**src/rtl/seq_detect_param_pkg.sv**
```systemverilog
// Shared definitions for the parametrised serial-pattern detector:
// overlap-mode encodings and the fill-counter width helper.
package seq_det_pkg;

    localparam bit SEQ_MODE_OVERLAP = 1'b1;
    localparam bit SEQ_MODE_NONOVL  = 1'b0;

    // Width of the fill counter that tracks how much of the window holds valid bits
    function automatic int fill_w(input int len);
        return $clog2(len);
    endfunction

endpackage

```
**src/rtl/seq_detect_param_counter.sv**
```systemverilog
// Saturating hit counter used by seq_detect_param when MATCH_CNT_EN is defined.
// Cleared only by the asynchronous reset; holds at all-ones once full.
module seq_match_counter #(
    parameter int CNT_W = 8
) (
    input  logic             clk,
    input  logic             reset,
    input  logic             inc,
    output logic [CNT_W-1:0] count
);

    localparam logic [CNT_W-1:0] CNT_SAT = {CNT_W{1'b1}};

    // Count hits, stopping at the saturation value
    always_ff @(posedge clk or posedge reset) begin
        if (reset) begin
            count <= {CNT_W{1'b0}};
        end else if (inc && (count != CNT_SAT)) begin
            count <= count + {{(CNT_W-1){1'b0}}, 1'b1};
        end else begin
            count <= count;
        end
    end

endmodule

```
**src/rtl/seq_detect_param.sv**
```systemverilog
// seq_detect_param: detects a SEQ_LEN-bit pattern (MSB received first) in a
// 1-bit stream qualified by x_valid. z is the same-cycle Mealy flag, z_reg is
// z delayed one clock. The pattern can be reloaded at run time via cfg_load.
// Optional feature macro: MATCH_CNT_EN adds the saturating match_count output.
module seq_detect_param
    import seq_det_pkg::*;
#(
    parameter int                 SEQ_LEN = 4,
    parameter logic [SEQ_LEN-1:0] PATTERN = 4'b1101,
    parameter bit                 OVERLAP = SEQ_MODE_OVERLAP
`ifdef MATCH_CNT_EN
    ,
    parameter int                 CNT_W   = 8
`endif
) (
    input  logic               clk,
    input  logic               reset,
    input  logic               x,
    input  logic               x_valid,
    input  logic               cfg_load,
    input  logic [SEQ_LEN-1:0] cfg_pattern,
    output logic               z,
    output logic               z_reg
`ifdef MATCH_CNT_EN
    ,
    output logic [CNT_W-1:0]   match_count
`endif
);

    localparam int           CW          = fill_w(SEQ_LEN);
    localparam logic [CW-1:0] CNT_FULL   = CW'(SEQ_LEN - 1);
    localparam bit           NONOVL_MODE = (OVERLAP == SEQ_MODE_NONOVL);

    // Only the newest SEQ_LEN-1 bits are kept: together with the incoming x
    // they form the full comparison window, so the oldest bit is never read.
    logic [SEQ_LEN-1:0] pattern_r;
    logic [SEQ_LEN-2:0] hist_r;
    logic [CW-1:0]      cnt_r;

    logic               accept_s;
    logic [SEQ_LEN-1:0] window_s;
    logic               hit_s;
    logic [CW-1:0]      cnt_nxt_s;

    // Compare the full window every accepted bit; no partial-match FSM needed
    always_comb begin
        accept_s  = x_valid & ~cfg_load;
        window_s  = {hist_r, x};
        hit_s     = 1'b0;
        cnt_nxt_s = cnt_r;
        if (!reset && accept_s && (cnt_r == CNT_FULL) && (window_s == pattern_r)) begin
            hit_s = 1'b1;
        end else begin
            hit_s = 1'b0;
        end
        if (hit_s && NONOVL_MODE) begin
            cnt_nxt_s = {CW{1'b0}};
        end else if (cnt_r == CNT_FULL) begin
            cnt_nxt_s = CNT_FULL;
        end else begin
            cnt_nxt_s = cnt_r + {{(CW-1){1'b0}}, 1'b1};
        end
    end

    assign z = hit_s;

    // Pattern, history window, fill count and delayed match flag
    always_ff @(posedge clk or posedge reset) begin
        if (reset) begin
            pattern_r <= PATTERN;
            hist_r    <= {(SEQ_LEN-1){1'b0}};
            cnt_r     <= {CW{1'b0}};
            z_reg     <= 1'b0;
        end else begin
            z_reg <= hit_s;
            if (cfg_load) begin
                // New pattern restarts the fill; the bit on this cycle is dropped
                pattern_r <= cfg_pattern;
                cnt_r     <= {CW{1'b0}};
            end else if (x_valid) begin
                hist_r <= window_s[SEQ_LEN-2:0];
                cnt_r  <= cnt_nxt_s;
            end else begin
                // Bubble: hold so a partial match survives
                hist_r <= hist_r;
                cnt_r  <= cnt_r;
            end
        end
    end

`ifdef MATCH_CNT_EN
    seq_match_counter #(
        .CNT_W (CNT_W)
    ) u_match_counter (
        .clk   (clk),
        .reset (reset),
        .inc   (hit_s),
        .count (match_count)
    );
`endif

endmodule

```
**config.mk**
```make
export PLATFORM = sky130hd
export DESIGN_NAME = seq_detect_param
export DESIGN_NICKNAME = d
export VERILOG_FILES = /design/src/rtl/seq_detect_param_pkg.sv /design/src/rtl/seq_detect_param_counter.sv /design/src/rtl/seq_detect_param.sv
export SDC_FILE = /design/constraint.sdc
export NUM_CORES = 1
export LEC_CHECK = 0
export CAP_MARGIN = 0
export CORE_AREA = 2 2 39 41
export CTS_BUF_LIST = sky130_fd_sc_hd__clkbuf_8
export CTS_CLUSTER_SIZE = 20
export DETAILED_ROUTE_END_ITERATION = 6
export DIE_AREA = 0 0 41 43
export SLEW_MARGIN = 0
export SYNTH_ARGS = -nofsm -noshare
export SYNTH_HDL_FRONTEND = slang
export SYNTH_HIERARCHICAL = 1
export SYNTH_SLANG_ARGS = --single-unit
```
**constraint.sdc**
```tcl
create_clock -name clk -period 1.85 [get_ports clk]
set_input_delay 0.37 -clock clk [delete_from_list [all_inputs] [get_ports clk]]
set_output_delay 0.37 -clock clk [all_outputs]
set_load 0.02 [all_outputs]
```
Word level (Yosys, flattened, before mapping)

Index checks and enable logic that the tools add are counted.

Register bits: 10
Bits in latches: 0
RAM bits: 0
ROM bits: 0
Bits of input ports: 9
Output and inout bits: 2
Memories kept: 0

Add/subtract/negate cells: 1
Multiply operators: 0
Divide/modulo/power cells: 0
Order comparisons: 0
Eq/ne operators: 2
Shifts and indexed selects: 0
Muxes and demuxes: 4
Bitwise operators: 2
Reduce and logical (&&, ||, !) cells: 6

Operators with widths:

| cell                                        | count |
|---|---|
| 2-to-1 mux 2 bit                            | 3 |
| equality test 4 bit                         | 1 |
| logical AND 1 bit                           | 3 |
| adder 2 x 1 -> 2 bit, second input constant | 1 |
| equality test 2 bit, second input constant  | 1 |
| AND reduction 2 bit                         | 1 |
| nonzero test 2 bit                          | 1 |
| AND 1 bit                                   | 1 |
| logical NOT 1 bit                           | 1 |
| 2-to-1 mux 1 bit                            | 1 |
| inverter 1 bit                              | 1 |

Logic depth before layout (Yosys ltp)

Depth after elaboration: 6
Mapped depth: 4

Worst setup path after synthesis

No wires, ideal clock.

Path kind: in2out
Start: in reset
End: out z
Data arrival time: 1.299 ns
Required time: 1.480 ns
Setup slack: 0.181 ns
Stages on the path: 3
Cell sequence: inv_1 -> nand3_1 -> nor4_2

Longest elaborated chain between the ends: 5

RTL lines:

| element                            | RTL line               | RTL |
|---|---|---|
| start, declared                    | seq_detect_param.sv:17 | `input logic reset,` |
| logical NOT 1 bit (no source line) | --                     |  |
| logical AND 1 bit (3 in a row)     | seq_detect_param.sv:51 | `if (!reset && accept_s && (cnt_r == CNT_FULL) && (window_s == pattern_r)) begin` |
| 2-to-1 mux 1 bit                   | seq_detect_param.sv:51 |  |
| end, declared                      | seq_detect_param.sv:22 | `output logic z,` |

Every way passes these cells.

Final worst setup path

Start: reg pattern_r[3]
End: out z

Longest elaborated chain between the ends: 3

RTL lines:

| element                | RTL line               | RTL |
|---|---|---|
| start, declared        | seq_detect_param.sv:36 | `logic [SEQ_LEN-1:0] pattern_r;` |
| start signal, assigned | seq_detect_param.sv:78 | `pattern_r <= cfg_pattern;` |
| equality test 4 bit    | seq_detect_param.sv:51 |  |
| logical AND 1 bit      | seq_detect_param.sv:51 |  |
| 2-to-1 mux 1 bit       | seq_detect_param.sv:51 |  |

Every way passes these cells.

==> results by group <==
Run status
  • Status: finished with violations
  • Failing checks: negative setup slack

Critical path
  • Startpoint Class: flop
  • WP depth: 4
  • CP Cell Sequence: inv_2, a22o_1, nor4_4, buf_4
  • FF-to-FF Start: pattern_r[3]
  • Setup crit end kind: primary output
  • CP arrival: 1.48 ns
  • WS Path Type: flop to primary output
  • Crit path buf inv count: 2
  • Top delay family on crit path: flip-flops
  • WP data required: 1.48 ns
  • Worst reg2reg endpoint: z_reg
  • Delay of the slowest critical-path stage: 0.52 ns
  • CP max-delay cell: dfstp_2
  • R2R Setup Slk: 0.05 ns
  • Crit-path max FO: 2
  • Worst-case reg-to-reg path depth: 11

Die
  • Chip height: 43 µm
  • Core Box Area: 1380 µm²
  • Initial Utilization: 32.6%
  • I/O pin count: 11
  • Die Area: 1760 µm²
  • Die Wd: 41 µm
  • Rows: 14

Clocking
  • Clk buf depth: 2
  • Worst skew pair latency: 0.23 ns
  • H-Tree Depth: 1
  • Clock root cell: clkbuf_8
  • TritonCTS clock tree: yes
  • CTS buffer count: 3
  • CTS sink count: 10
  • Reg clk slew, reported paths: 0.05 ns

STA
  • Clk_skew: 0.00776 ns
  • Min Hold Slack: 0.455 ns
  • Least-Margin Pin Slew: 0.242 ns
  • Setup-failing EPs final: 1
  • Min cycle time layout: 1.85 ns
  • Final WS setup: -0.00246 ns
  • Slew headroom: 83.8%
  • Final Max Tran Viols: 0
  • Hold Vio Cnt, Final: 0
  • Achievable clock frequency: 0.540 GHz
  • Crit share post-route: 100%

Route
  • Drt first pass iters: 1
  • DRT antenna net count: 0
  • Via count: 359
  • Routed wire length: 928 µm
  • Iter 0 DRT Violations: 0
  • Remaining DRCs: 0
  • Vias per inst: 4.38
  • Routed len/inst: 11.3 µm

Logic synthesis
  • Mapped cell area: 452 µm²
  • Multiplexer area fraction after synthesis: 12.5%
  • Syn_area_per_cell: 12.2 µm²
  • Post-synthesis xor/xnor area fraction: 3.88%
  • EDFF count, synth: 0
  • Largest family of logic cells by synthesized area: simple AND/OR/NAND/NOR gates
  • Area share of the largest cell type after synthesis: 38.8%
  • Unique masters post-synth: 16
  • Area contributors post-synth: dfrtp_1, dfstp_2, mux2_2, xnor2_1, nand2_1
  • Synth Area in Compound Gates: 8.59%
  • Syn Nets: 46
  • Synth Register Bits: 10
  • Main synth FF type: dfrtp_1
  • Synth warnings: 6
  • Synth Area in Simple Gates: 13.9%
  • Seq/Total Area, Yosys: 56.2%
  • Synth area leader: dfrtp_1
  • FFs w/ async S/R, synth: 100%
  • Commonest cells in the netlist: dfrtp_1, mux2_2, nand2_1
  • Most numerous cell in the Yosys netlist: dfrtp_1
  • Adder-Cell Fraction of Synth Area: 0%
  • Gate Count Post-Synth: 37

Pwr
  • Pwr Density: 832 nW/µm²
  • Peak VDD IR: 354 µV
  • Leak Pwr: 0.359 nW
  • Total power draw: 0.629 mW

GRT
  • First-pass GRT wire length: 1410 µm
  • Largest net degree at the start of global routing: 11
  • GRT Resource Usage Total: 12.6%
  • Grt total ovfl: 0
  • Vias in the first global route: 347
  • Initial antenna violation count: 0

Job
  • Max cap viols: 0

Layout
  • Final Non-Filler Cells: 82
  • Final #Nets: 76
  • Area growth syn-to-layout: 67.3%
  • Layout cells sized above 1: 50.0%
  • Largest regs: pattern_r x4, hist_r x3, cnt_r x2
  • Biggest register: pattern_r
  • N_diodes: 0
  • Final core utilization: 54.6%
  • Max reg flops: 4

Hold path
  • Hold crit path type: input pin to asynchronous set/reset pin

Placed design
  • IO buf count: 10
  • Placed Instances: 71
  • Routability cong.: 0.682
  • Dpl hpwl: 630 µm
## worst reg2reg max path: cells and delay by family, from the launching register on
kind            cells  cell delay, ns
buf+inv             9            0.97
flops               1            0.52
simple gates        1            0.07
compound gates      1            0.14
## layout by cell type (no fill, tap or decap), drive strengths merged
cell type | Yosys | layout
a21oi | 1 | 1
a22o | 1 | 1
buf | 1 | 17
clkbuf | 0 | 3
clkdlybuf4s50 | 0 | 6
dfrtp | 7 | 7
dfstp | 3 | 3
dlygate4sd2 | 0 | 2
dlymetal6s2s | 0 | 1
inv | 3 | 4
mux2 | 5 | 5
nand2 | 4 | 4
nand3 | 1 | 1
nor2 | 3 | 3
nor2b | 1 | 1
nor3 | 1 | 1
nor4 | 1 | 1
o21ai | 2 | 2
o221ai | 1 | 1
xnor2 | 2 | 2
## metrics by stage
step | setup TNS, ns | cell area [µm²] | setup slack, ns
2_1_floorplan | 0 | 452 | 0.181
3_3_place_gp | -0.512 | 628 | -0.512
4_1_cts | 0 | 718 | 0.000563
6_report | -0.00246 | 756 | -0.00246
5_1_grt | -0.0536 | 756 | -0.0536
3_5_place_dp | -0.536 | 628 | -0.536
## cell type report
class	count	area, µm²
Sequential cell	10	254
Fill cell	137	628
Multi-Input combinational cell	23	200
Timing Repair Buffer	26	225
Clock buffer	3	41.3
Inverter	3	11.3
Clock inverter	1	3.75
Tap cell	16	20.0
## cells by family (layout without fill, tap and decap cells)
kind of cell	count (synthesis)	count (layout)
and+or+nand+nor	11	11
DFF	10	10
AOI/OAI and AO/OA	5	5
muxes	5	5
buffers and inverters	4	33
xor gates and xnor gates	2	2
## how the worst max path moves through the flow
stage | to | slack, ns | startpoint
3_5_place_dp | z | -0.54 | x
4_1_cts | z | 0.0006 | reset
6_report | z | -0.002 | pattern_r[3]
3_3_place_gp | z | -0.51 | x
2_1_floorplan | z | 0.18 | reset
5_1_grt | z | -0.05 | pattern_r[3]
## timing repair
action                                  CTS  global route
setup buffers                             7             0
hold buffers                              0             0
pin swaps                                 1             2
endpoints found under the setup margin    1             2
gates resized for setup                   7             8
## per-layer routing
layer | share of wire [%] | up-vias | global-route usage (%) | routed length (µm)
met5 | 0 | - | 0 | 0
met1 | 39 | 162 | 13.3 | 363
met4 | 1.5 | 0 | 8.00 | 14
li1 | - | 185 | - | -
met3 | 5.3 | 2 | 6.28 | 49
met2 | 54 | 10 | 18.8 | 501
## report_power, final
part           switching (mW)  internal (mW)
clock network          0.0804          0.145
logic                  0.0585         0.0795
registers              0.0159          0.250
total                   0.155          0.474
(Power assumes the default switching activity.)
